File: src/rtl/fm_sb_capture_seq.sv
`timescale 1ns/1ps
// Spy-buffer capture sequencer: arm, wait for a trigger plus post delay, freeze the
// unmasked buffers, then walk them one at a time through a req/ack readout port.
module fm_sb_capture_seq #(
    parameter int SB_N  = 64,
    parameter int DLY_W = 16,
    parameter int IDX_W = $clog2(SB_N)
) (
    input  logic             axi_clk,
    input  logic             axi_rst_n,
    input  logic             arm,
    input  logic             ext_trig,
    input  logic             sw_trig,
    input  logic             release_i,
    input  logic [DLY_W-1:0] post_dly,
    input  logic [SB_N-1:0]  freeze_mask,
    input  logic             rd_ack,
    output logic [SB_N-1:0]  freeze,
    output logic             rd_req,
    output logic [IDX_W-1:0] rd_idx,
    output logic             done,
    output logic [2:0]       state_o,
    output logic [15:0]      cap_cnt
);
    // state | meaning
    // IDLE  | waiting for arm, nothing frozen
    // ARMED | mask latched, waiting for ext/sw trigger
    // POST  | post-trigger delay counting down to 1
    // SCAN  | buffers frozen, rd_idx walking over them
    // DONE  | readout finished, freeze held until release
    localparam logic [2:0] ST_IDLE  = 3'd0;
    localparam logic [2:0] ST_ARMED = 3'd1;
    localparam logic [2:0] ST_POST  = 3'd2;
    localparam logic [2:0] ST_SCAN  = 3'd3;
    localparam logic [2:0] ST_DONE  = 3'd4;

    localparam logic [IDX_W-1:0] IDX_LAST = IDX_W'(SB_N - 1);

    logic [2:0]       state_q, state_d;
    logic [DLY_W-1:0] cnt_q, cnt_d;
    logic [SB_N-1:0]  mask_q, mask_d;
    logic [IDX_W-1:0] idx_q, idx_d;
    logic [15:0]      cap_q, cap_d;
    logic             trig;
    logic             scan_step;

    assign trig      = ext_trig | sw_trig;
    assign scan_step = mask_q[idx_q] | rd_ack;

    always_comb begin
        state_d = state_q;
        cnt_d   = cnt_q;
        mask_d  = mask_q;
        idx_d   = idx_q;
        cap_d   = cap_q;
        // release wins over trigger and ack in every active state
        if (release_i && (state_q != ST_IDLE)) begin
            state_d = ST_IDLE;
            cnt_d   = '0;
            idx_d   = '0;
        end else begin
            case (state_q)
                ST_IDLE: begin
                    if (arm) begin
                        state_d = ST_ARMED;
                        mask_d  = freeze_mask;
                    end
                end
                ST_ARMED: begin
                    if (trig) begin
                        if (cap_q != 16'hFFFF) cap_d = cap_q + 16'd1;
                        idx_d = '0;
                        if (post_dly == '0) begin
                            state_d = ST_SCAN;
                        end else begin
                            state_d = ST_POST;
                            cnt_d   = post_dly;
                        end
                    end
                end
                ST_POST: begin
                    cnt_d = cnt_q - DLY_W'(1);
                    if (cnt_q == DLY_W'(1)) begin
                        state_d = ST_SCAN;
                        idx_d   = '0;
                    end
                end
                ST_SCAN: begin
                    if (scan_step) begin
                        if (idx_q == IDX_LAST) begin
                            state_d = ST_DONE;
                            idx_d   = '0;
                        end else begin
                            idx_d = idx_q + IDX_W'(1);
                        end
                    end
                end
                ST_DONE: ;
                default: begin
                    state_d = ST_IDLE;
                    cnt_d   = '0;
                    idx_d   = '0;
                end
            endcase
        end
    end

    always_ff @(posedge axi_clk) begin
        if (!axi_rst_n) begin
            state_q <= ST_IDLE;
            cnt_q   <= '0;
            mask_q  <= '0;
            idx_q   <= '0;
            cap_q   <= '0;
        end else begin
            state_q <= state_d;
            cnt_q   <= cnt_d;
            mask_q  <= mask_d;
            idx_q   <= idx_d;
            cap_q   <= cap_d;
        end
    end

    // outputs are pure decodes of the registers above
    assign freeze  = ((state_q == ST_SCAN) || (state_q == ST_DONE)) ? ~mask_q : '0;
    assign rd_req  = (state_q == ST_SCAN) && !mask_q[idx_q];
    assign rd_idx  = idx_q;
    assign done    = (state_q == ST_DONE);
    assign state_o = state_q;
    assign cap_cnt = cap_q;

endmodule

File: config.mk
export PLATFORM = sky130hd
export DESIGN_NAME = fm_sb_capture_seq
export DESIGN_NICKNAME = d
export VERILOG_FILES = /design/src/rtl/fm_sb_capture_seq.sv
export SDC_FILE = /design/constraint.sdc
export NUM_CORES = 1
export LEC_CHECK = 0
export CORE_UTILIZATION = 34
export DETAILED_ROUTE_END_ITERATION = 8
export PLACE_DENSITY_LB_ADDON = 0.05
export SLEW_MARGIN = 20
export SYNTH_ARGS = -nofsm -noshare
export SYNTH_HDL_FRONTEND = slang
export SYNTH_SLANG_ARGS = --single-unit
File: constraint.sdc
create_clock -name axi_clk -period 3.1 [get_ports axi_clk]
set_input_delay 0.62 -clock axi_clk [delete_from_list [all_inputs] [get_ports axi_clk]]
set_output_delay 0.62 -clock axi_clk [all_outputs]
set_load 0.03 [all_outputs]
==> Word level (Yosys, flattened, before mapping) <==
Index checks and enable logic that the tools add are counted.
{ "word_totals": {"reg_bits": 105, "in_bits": 87, "out_inout_bits": 91, "wordCells": 63} }
{ "op_classes": {"addsub": 3, "order_cmp": 1, "n_eq_ne": 13, "muxes": 18, "bitwise": 8, "n_reduce_logical": 15} }
{ "ops": {"columns": ["operator", "n"], "rows": [
  ["2-to-1 mux 64 bit", 1],
  ["NOT 64 bit", 1],
  ["one-hot mux 16 bit (3 select lines)", 1],
  ["2-to-1 mux 16 bit", 2],
  ["2-to-1 mux 6 bit", 4],
  ["one-hot mux 6 bit (4 select lines)", 1],
  ["adder 16 x 1 -> 16 bit (second input constant)", 1],
  ["== test 16 x 1 -> 1 bit (second input constant)", 1],
  ["zero test 16 bit", 1],
  ["!= test 16 bit (second input constant)", 1],
  ["subtractor 16 x 1 -> 16 bit (second input constant)", 1],
  ["2-to-1 mux 3 bit", 5],
  ["one-hot mux 3 bit (5 select lines)", 1],
  ["!= test 2 bit (second input constant)", 6],
  ["AND reduction 4 bit", 2],
  ["less-than comparator 6 x 7 -> 1 bit (second input constant)", 1],
  ["adder 6 x 1 -> 6 bit (second input constant)", 1],
  ["binary-select mux 1 bit (select 6 bit)", 1],
  ["== test 3 x 2 -> 1 bit (second input constant)", 2],
  ["== test 6 bit (second input constant)", 1],
  ["AND reduction 3 bit", 2],
  ["AND reduction 6 bit", 1],
  ["NOT 1 bit", 5],
  ["OR reduction 2 bit", 2],
  ["other kinds (10)", 13]
]} }

==> Logic depth before layout (Yosys ltp) <==
{ "logic_depth": {"depth_word": 5, "mapped_depth": 10} }

==> Least setup slack after synthesis <==
OpenSTA, ideal clock, no wires.
{ "synth_timing": {"path_kind": "flip-flop to output port", "startpoint": "register state_q[2] (netlist: state_o[2])", "endpoint": "output port freeze[10]", "t_arrival_ns": 2.521, "t_required_ns": 2.480, "path_slack_ns": -0.041, "stages_incl_launch_ff": 6, "path_buffers": 1, "path_cell_list": "dfxtp_1 -> inv_1 -> nor3_1 -> nor2_1 -> clkbuf_1 -> nor2_1"} }
{ "synth_via": {"elab_chain_cells": 3, "elab_cells_between_ends": 4, "cone_classes": "eq/ne: 2; mux: 1; reduce/logical: 1"} }
{ "synth_rtl": {"columns": ["element", "line_no", "source"], "rows": [
  ["from (decl)", "39", "logic [2:0] state_q, state_d;"],
  ["from (signal assigned)", "116", "state_q <= state_d;"],
  ["== test 3 bit", null, null],
  ["net done", "21", "output logic done,"],
  ["logical OR 1 bit", "125", "assign freeze = ((state_q == ST_SCAN) || (state_q == ST_DONE)) ? ~mask_q : '0;"],
  ["2-to-1 mux 64 bit", "125", null],
  ["to (decl)", "18", "output logic [SB_N-1:0] freeze,"]
]} }
The timed path passes the listed nets, and every way through them passes these cells.

==> Worst setup path after layout <==
{ "layout_timing": {"startpoint": "register state_q[2] (netlist: state_o[2])", "endpoint": "output port freeze[6]"} }
{ "layout_via": {"elab_chain_cells": 3, "elab_cells_between_ends": 4, "cone_classes": "eq/ne: 2; mux: 1; reduce/logical: 1"} }
{ "layout_rtl": {"columns": ["element", "line_no"], "rows": [
  ["== test 3 x 2 -> 1 bit or == test 3 bit (tied branches)", "125"],
  ["logical OR 1 bit *", "125"],
  ["2-to-1 mux 64 bit *", "125"]
]} }
Mark *: on every way between the ends. The rest lies on a longest branch, timed or not.

==> results_dict.tcl <==
set metrics [dict create \
    multi_input_area_mm2 0.00326 \
    async_flop_share_pct 0 \
    cts_tree "yes" \
    io_buffers 177 \
    whs_path_depth 2 \
    p_sw_share_pct 40.5 \
    vdd_drop_max_v 0.000328 \
    layout.nets 969 \
    vias 5594 \
    cts_num_sinks 105 \
    post-route-min-period_ns 3.01 \
    fin_skew_ns 0.00536 \
    hold_start "mask_q[13]" \
    fillers 1543 \
    dp_hpwl_um 12500 \
    clk_latency_ns 0.36 \
    powerDensity_mw_per_mm2 631 \
    syn_avg_cell_area_um2 7.67 \
    h-tree-depth 3 \
    clk_pin_slew_worst_paths_ns 0.07 \
    p_leak_nw 3.73 \
    critPathSlowestCell "clkdlybuf4s50_1" \
    cp-start-kind "register" \
    rows 46 \
    rr_startpoint "state_o[0]" \
    finalSetupViolations 0 \
    hold_end "mask_q[13]" \
    drive_gt1_share_pct 5.78 \
    place_area_mm2 0.00756 \
    crit_arrival_ns 2.39 \
    remaining_drc_errors 0 \
    worst_ep_required_time_ns 2.48 \
    hold_class "register to register" \
    worstPathCellList "nor2b_1 -> and2_1 -> nor2_4 -> buf_12 -> nor2_1 -> clkdlybuf4s50_1" \
    yosysWarnings 0 \
    post_cts_buffers 0 \
    end_kind "output pin" \
    synth_edf_count 0 \
    relSlewSlack_pct 50.5 \
    p_int_w 0.00299 \
    routed_wl_um 17400 \
    wl_per_cell_um 15.8 \
    timing.rr.end "cap_cnt[5]" \
    synth_seq_cells 105 \
    detail-route-antenna-nets 0 \
    globalRouteTotalUtil_pct 21.2 \
    seqPwrFrac_pct 34.4 \
    synthFlopType "dfxtp_1" \
    root_buffer "clkbuf_16" \
    numCtsBuffers 9 \
    grt_max_degree 83 \
    finish.instance_area_mm2 0.00798 \
    max_stage_delay_ns 0.68 \
    syn_inst 726 \
    grt_pass1_vias 5456 \
    drt_iter0_markers 414 \
    power_frac_clock_pct 23.1 \
    antenna_cells 0 \
    vias_per_cell 5.09 \
    first_pass_iters 5 \
    area_delta_synth_final_pct 43.3 \
    overflow 0 \
    fin_crit_sh_pct 97.1 \
    die_w_um 130 \
    reg2reg_depth 8 \
    critPathKind "register to output pin" \
    syn_nets 817 \
    status "completed" \
    cap_violations 0 \
    gp_congestion 0.857 \
    timing.final.max_slew_violations 0 \
    ff2ff_setup_slack_ns 0.72 \
    cp.depth 6 \
    die_h_um 130 \
    ios 178 \
    cp_max_fo 64 \
    antenna_found_initial 0 \
    cp_top_family "buffers and inverters" \
    synthesis.area_mm2 0.00557 \
    dieArea_mm2 0.0169 \
    cts_buffer_depth 2 \
    regArea_mm2 0.00211 \
    fmax_ghz 0.332 \
    path_buf_inv 2 \
    hold_violations 0 \
    p_comb_share_pct 42.5 \
    power_w 0.00503 \
    ys_seq_area_share_pct 37.8 \
    p_switching_w 0.00204 \
    tightest_slew_ns 0.742 \
    synth_cell_types 55 \
    core_area_mm2 0.0159 \
    start_util_pct 34.9 \
    hold_buffers 0 \
    post-route-util_pct 50.0 \
    grt_pass1_wl_um 27800 \
]
[metal layers]
layer | routed length, um | GRT usage [%] | part of all wire, %
met5 | 0 | 0 | 0
met2 | 8240 | 35.1 | 47
met1 | 7820 | 27.3 | 45
met4 | 153 | 4.31 | 0.88
met3 | 1170 | 6.23 | 6.7
[power groups by stage]
| stage | Clock (W) | Sequential, W | Combinational, W |
|---|---|---|---|
| finish | 0.00116 | 0.00173 | 0.00214 |
| global placement | 0 | 0.00175 | 0.00213 |
| detailed placement | 0 | 0.00176 | 0.00214 |
| CTS | 0.00120 | 0.00173 | 0.00216 |
| floorplan | 0 | 0.00172 | 0.00137 |
| global route | 0.00125 | 0.00176 | 0.00237 |
[cell usage in the layout, fill, tap and decap left out, types with 4 or more instances in the layout]
| cell type | n |
|---|---|
| nand2_1 | 173 |
| clkdlybuf4s50_1 | 132 |
| dfxtp_1 | 102 |
| nor2_1 | 100 |
| a21boi_0 | 66 |
| dlymetal6s2s_1 | 43 |
| mux2i_1 | 31 |
| o21ai_0 | 23 |
| a22oi_1 | 18 |
| a21oi_1 | 16 |
| nand3_1 | 15 |
| and2_1 | 13 |
| inv_1 | 9 |
| clkbuf_16 | 9 |
| buf_4 | 9 |
| nor3_1 | 7 |
| o31ai_1 | 7 |
| xnor2_1 | 7 |
| or3_1 | 6 |
| xor2_1 | 5 |
| nor4_1 | 5 |
| nand4_1 | 5 |
| nand2b_1 | 4 |
| mux4_2 | 4 |
| and3_1 | 4 |
| a211oi_1 | 4 |
| ha_1 | 4 |
| buf_12 | 4 |
[Yosys cell counts (3+ instances only)]
| cell type | instances | area [um^2] |
|---|---|---|
| nand2b_1 | 4 | 25.0 |
| and3_1 | 4 | 25.0 |
| o21ai_0 | 24 | 120 |
| and4_1 | 3 | 26.3 |
| clkbuf_1 | 39 | 146 |
| mux2i_1 | 31 | 310 |
| mux4_2 | 4 | 90.1 |
| nand2_1 | 174 | 653 |
| a21boi_1 | 3 | 22.5 |
| ha_1 | 4 | 50.1 |
| nand3_1 | 15 | 75.1 |
| nand4_1 | 5 | 31.3 |
| nor2b_1 | 5 | 31.3 |
| o211ai_1 | 3 | 22.5 |
| and2_1 | 14 | 87.6 |
| a211oi_1 | 4 | 30.0 |
| xor2_1 | 5 | 43.8 |
| a21oi_1 | 16 | 80.1 |
| a22o_1 | 3 | 26.3 |
| xnor2_1 | 7 | 61.3 |
| buf_4 | 3 | 22.5 |
| nor2_1 | 101 | 379 |
| a21boi_0 | 66 | 495 |
| dfxtp_1 | 105 | 2100 |
| a22oi_1 | 18 | 135 |
| buf_2 | 3 | 15.0 |
| nor4_1 | 5 | 31.3 |
| nor3_1 | 8 | 40.0 |
| o31ai_1 | 7 | 52.6 |
| or3_1 | 6 | 37.5 |
| inv_1 | 9 | 33.8 |
[how the worst max path moves through the flow]
stage | from | to | slack (ns)
final | state_o[2] | freeze[6] | 0.09
after global routing | state_o[2] | freeze[41] | -0.02
after CTS | state_o[2] | freeze[24] | 0.009
after detailed placement | rd_idx[0] | rd_req | 0.33
after global placement | state_o[1] | freeze[17] | 0.41
after floorplan | state_o[2] | freeze[10] | 0.30
[final cells by class]
type,count,share of cell area (%)
flip-flops and latches,105,26.4
multi-input cells,564,40.8
clock inverters,6,0.832
well taps,216,3.39
repair buffers,189,25.2
inverters,9,0.424
clock buffers,10,2.87
[flip-flops by register name (all words and copies together), names as in the netlist]
signal and count:
mask_q 64, state_o 3, cap_cnt 16, rd_idx 6, cnt_q 16
[tightest hold or removal path: cells and delay by family (launching register included)]
| family | cells | cell delay, ns |
|---|---|---|
| flops | 1 | 0.32 |
| compound gates | 1 | 0.07 |
| simple gates | 1 | 0.05 |
[per-stage QoR]
step | cells | setup TNS, ns | worst slack, ns | hold WS, ns
after floorplan | 726 | 0 | 0.303 | 0.454
after global placement | 1083 | 0 | 0.410 | 0.468
after detailed placement | 1083 | 0 | 0.329 | 0.479
after CTS | 1099 | 0 | 0.00927 | 0.490
after global routing | 1099 | -0.0329 | -0.0176 | 0.511
final | 1099 | 0 | 0.0898 | 0.487
[timing repair]
item	in CTS	in global routing
hold endpoints to repair	0	0
gates resized for setup	2	47
pin swaps	0	0
gates cloned	0	0
endpoints found under the setup margin	1	65
[kinds of logic (layout without fill, tap and decap cells)]
family | count (synthesis) | count (layout) | share of synthesized area, %
AOI/OAI and AO/OA | 156 | 156 | 19.8
muxes | 35 | 35 | 7.19
xor gates and xnor gates | 12 | 12 | 1.89
adders and majority gates | 4 | 4 | 0.899
and+or+nand+nor | 357 | 357 | 28.2
DFF | 105 | 105 | 37.8
buffers and inverters | 57 | 214 | 4.25
No activity file was read; power rests on OpenSTA's default activity.
==> RTL change (same settings) <==
Change the parameter `SB_N` from 64 to 32.
--- a/src/rtl/fm_sb_capture_seq.sv
+++ b/src/rtl/fm_sb_capture_seq.sv
@@ -3,5 +3,5 @@
 // unmasked buffers, then walk them one at a time through a req/ack readout port.
 module fm_sb_capture_seq #(
-    parameter int SB_N  = 64,
+    parameter int SB_N  = 32,
     parameter int DLY_W = 16,
     parameter int IDX_W = $clog2(SB_N)
Interface: changed (resized freeze, freeze_mask and rd_idx); port bits go from 178 to 113. No check against the original RTL was run, so the function may have changed too.
==> RTL change against the unedited design <==
  * Worst hold slack got worse by 8.3 ps
  * Sequential power decreased by 30%
  * Area after synthesis decreased by 29%
  * Worst setup slack improved by 110 ps
  * Highest routed layer unchanged
  * Critical endpoint is now rd_req
  * Critical path depth unchanged
  * Total power decreased by 23%
  * Final area decreased by 31%
  * Count of clock-buffer cells in the layout increased by 2
  * Via count decreased by 30%
  * Sequential cell count decreased by 33
  * Global-route usage decreased by 0.98 points
  * Cell count decreased by 30%
  * Routed wire length decreased by 33%
==> RTL change: results (changes against the unedited design) <==
number of DRC markers in iteration 0 223 (was 414); # Max-Cap Violations 0 (unchanged); leakage power 2.18 nW (was 3.73 nW); Total Routing Usage GR 20.2% (was 21.2%); clk_lat worst skew 330 ps (was 360 ps); Synth cell types 50 (was 55); Hold Crit Class reg -> reg (unchanged); CTS clk-pin slew, worst paths roughly 60 ps; htree depth 3 (unchanged); number of flip-flops in the largest register 32 (was 64); initial antenna violation count 0 (unchanged); Slew @ Worst Pin 720 ps (was 742 ps); largest net degree at the start of global routing 50 (was 83); routed vias 3939 (was 5594); fraction of final layout cells sized beyond drive strength 1 6.39% (was 5.78%); routed len/inst 15.2 um (was 15.8 um); IO buf count 112 (was 177); NumNets Final 682 (was 969); Main synth FF type dfxtp_1 (unchanged); crit path DAT 2280 ps (was 2390 ps); post-synthesis sequential area ratio 36.6% (was 37.8%); Synth async-reset ratio 0% (unchanged); top post-synthesis cells by count nand2_1, dfxtp_1, nor2_1 (unchanged); drt pass-1 iters 4 (was 5); HPWL after DPL 8340 um (was 12500 um); Root Driver clkbuf_16 (unchanged); Post-CTS Setup Inserts 0 (unchanged); ranking of synthesized cells by area dfxtp_1, nand2_1, a21boi_0 (unchanged); Bufs on Longest Clock Path 2 (unchanged); CP max FO 11 (was 64); syn nets 575 (was 817); status completed (unchanged); Worst VDD drop 0.000322 V (was 0.000328 V); global route overflow 0 (unchanged); slowest cell on the critical path dfxtp_1 (was clkdlybuf4s50_1); Syn. warnings 0 (unchanged); ANT cells 0 (unchanged); vias in the first global route 3716 (was 5456); clk_skew 6.43 ps (was 5.36 ps); RePlAce Congestion 0.794 (was 0.857); global-route wire length before repair 18700 um (was 27800 um); CTS Buf Count 9 (unchanged); crit-path max cell delay 660 ps (was 680 ps); Largest Register mask_q (unchanged)
==> RTL change: final cells by class <==
type	count	area, sq um
fillers	1118	5580
multi-input cells	403	2340
flip-flops and latches	72	1440
repair buffers	128	1230
clock buffers	12	256
well taps	140	175
inverters	8	30.0
clock inverters	3	17.5
==> RTL change: report_power, final <==
part	switching (mW)	internal [mW]
sequential	0.144	1.07
clock	0.395	0.578
combinational	1.06	0.653
total	1.60	2.30
==> RTL change: cell families (layout without fill, tap and decap cells) <==
family	Yosys count	in the layout	share of synthesized area (%)
xor gates and xnor gates	15	15	3.34
and+or+nand+nor	247	247	28.7
DFF	72	72	36.6
adders and majority gates	5	5	1.59
AOI/OAI and AO/OA	119	119	21.3
muxes	17	17	4.32
buffers and inverters	40	151	4.04
==> RTL change: final timing paths <==
check	from	end	slack, ps	cells past startpoint
setup reg to reg	cnt_q[6]$_SDFFE_PP0P_	rd_idx[2]$_SDFFE_PP0P_	460	7
hold / removal	cnt_q[5]$_SDFFE_PP0P_	cnt_q[5]$_SDFFE_PP0P_	480	2
setup / recovery	rd_idx[1]$_SDFFE_PP0P_	rd_req	200	6
hold reg to reg	cnt_q[5]$_SDFFE_PP0P_	cnt_q[5]$_SDFFE_PP0P_	480	2
==> RTL change: critical path, delay by kind of cell (launching register included) <==
kind	cells	cell delay [ps]
DFF	1	660
buffers and inverters	2	430
AOI/OAI and AO/OA	2	410
muxes	1	280
and+or+nand+nor	1	170
==> RTL change: repair_timing <==
item,4_1_cts,5_1_grt
hold endpoints to repair,0,0
hold buffers,0,0
resized for setup,25,0
endpoints found under the setup margin,25,0
==> RTL change: per-layer routing <==
layer,wire (um),GRT usage (%)
met5,0,0
met4,133,6.10
met3,665,4.45
met2,4960,30.1
met1,5930,28.9
==> RTL change: per-stage QoR <==
stage | total power, mW | utilization (%) | setup slack, ps | area [sq um] | std cells
floorplan | 2.39 | - | 280 | 3940 | 515
global placement | 2.95 | 47.4 | 334 | 5250 | 751
detailed placement | 2.95 | 47.4 | 310 | 5250 | 751
CTS | 3.90 | 49.6 | 167 | 5500 | 766
global route | 4.16 | 49.6 | 44.3 | 5500 | 766
finish | 3.89 | 49.6 | 203 | 5500 | 766
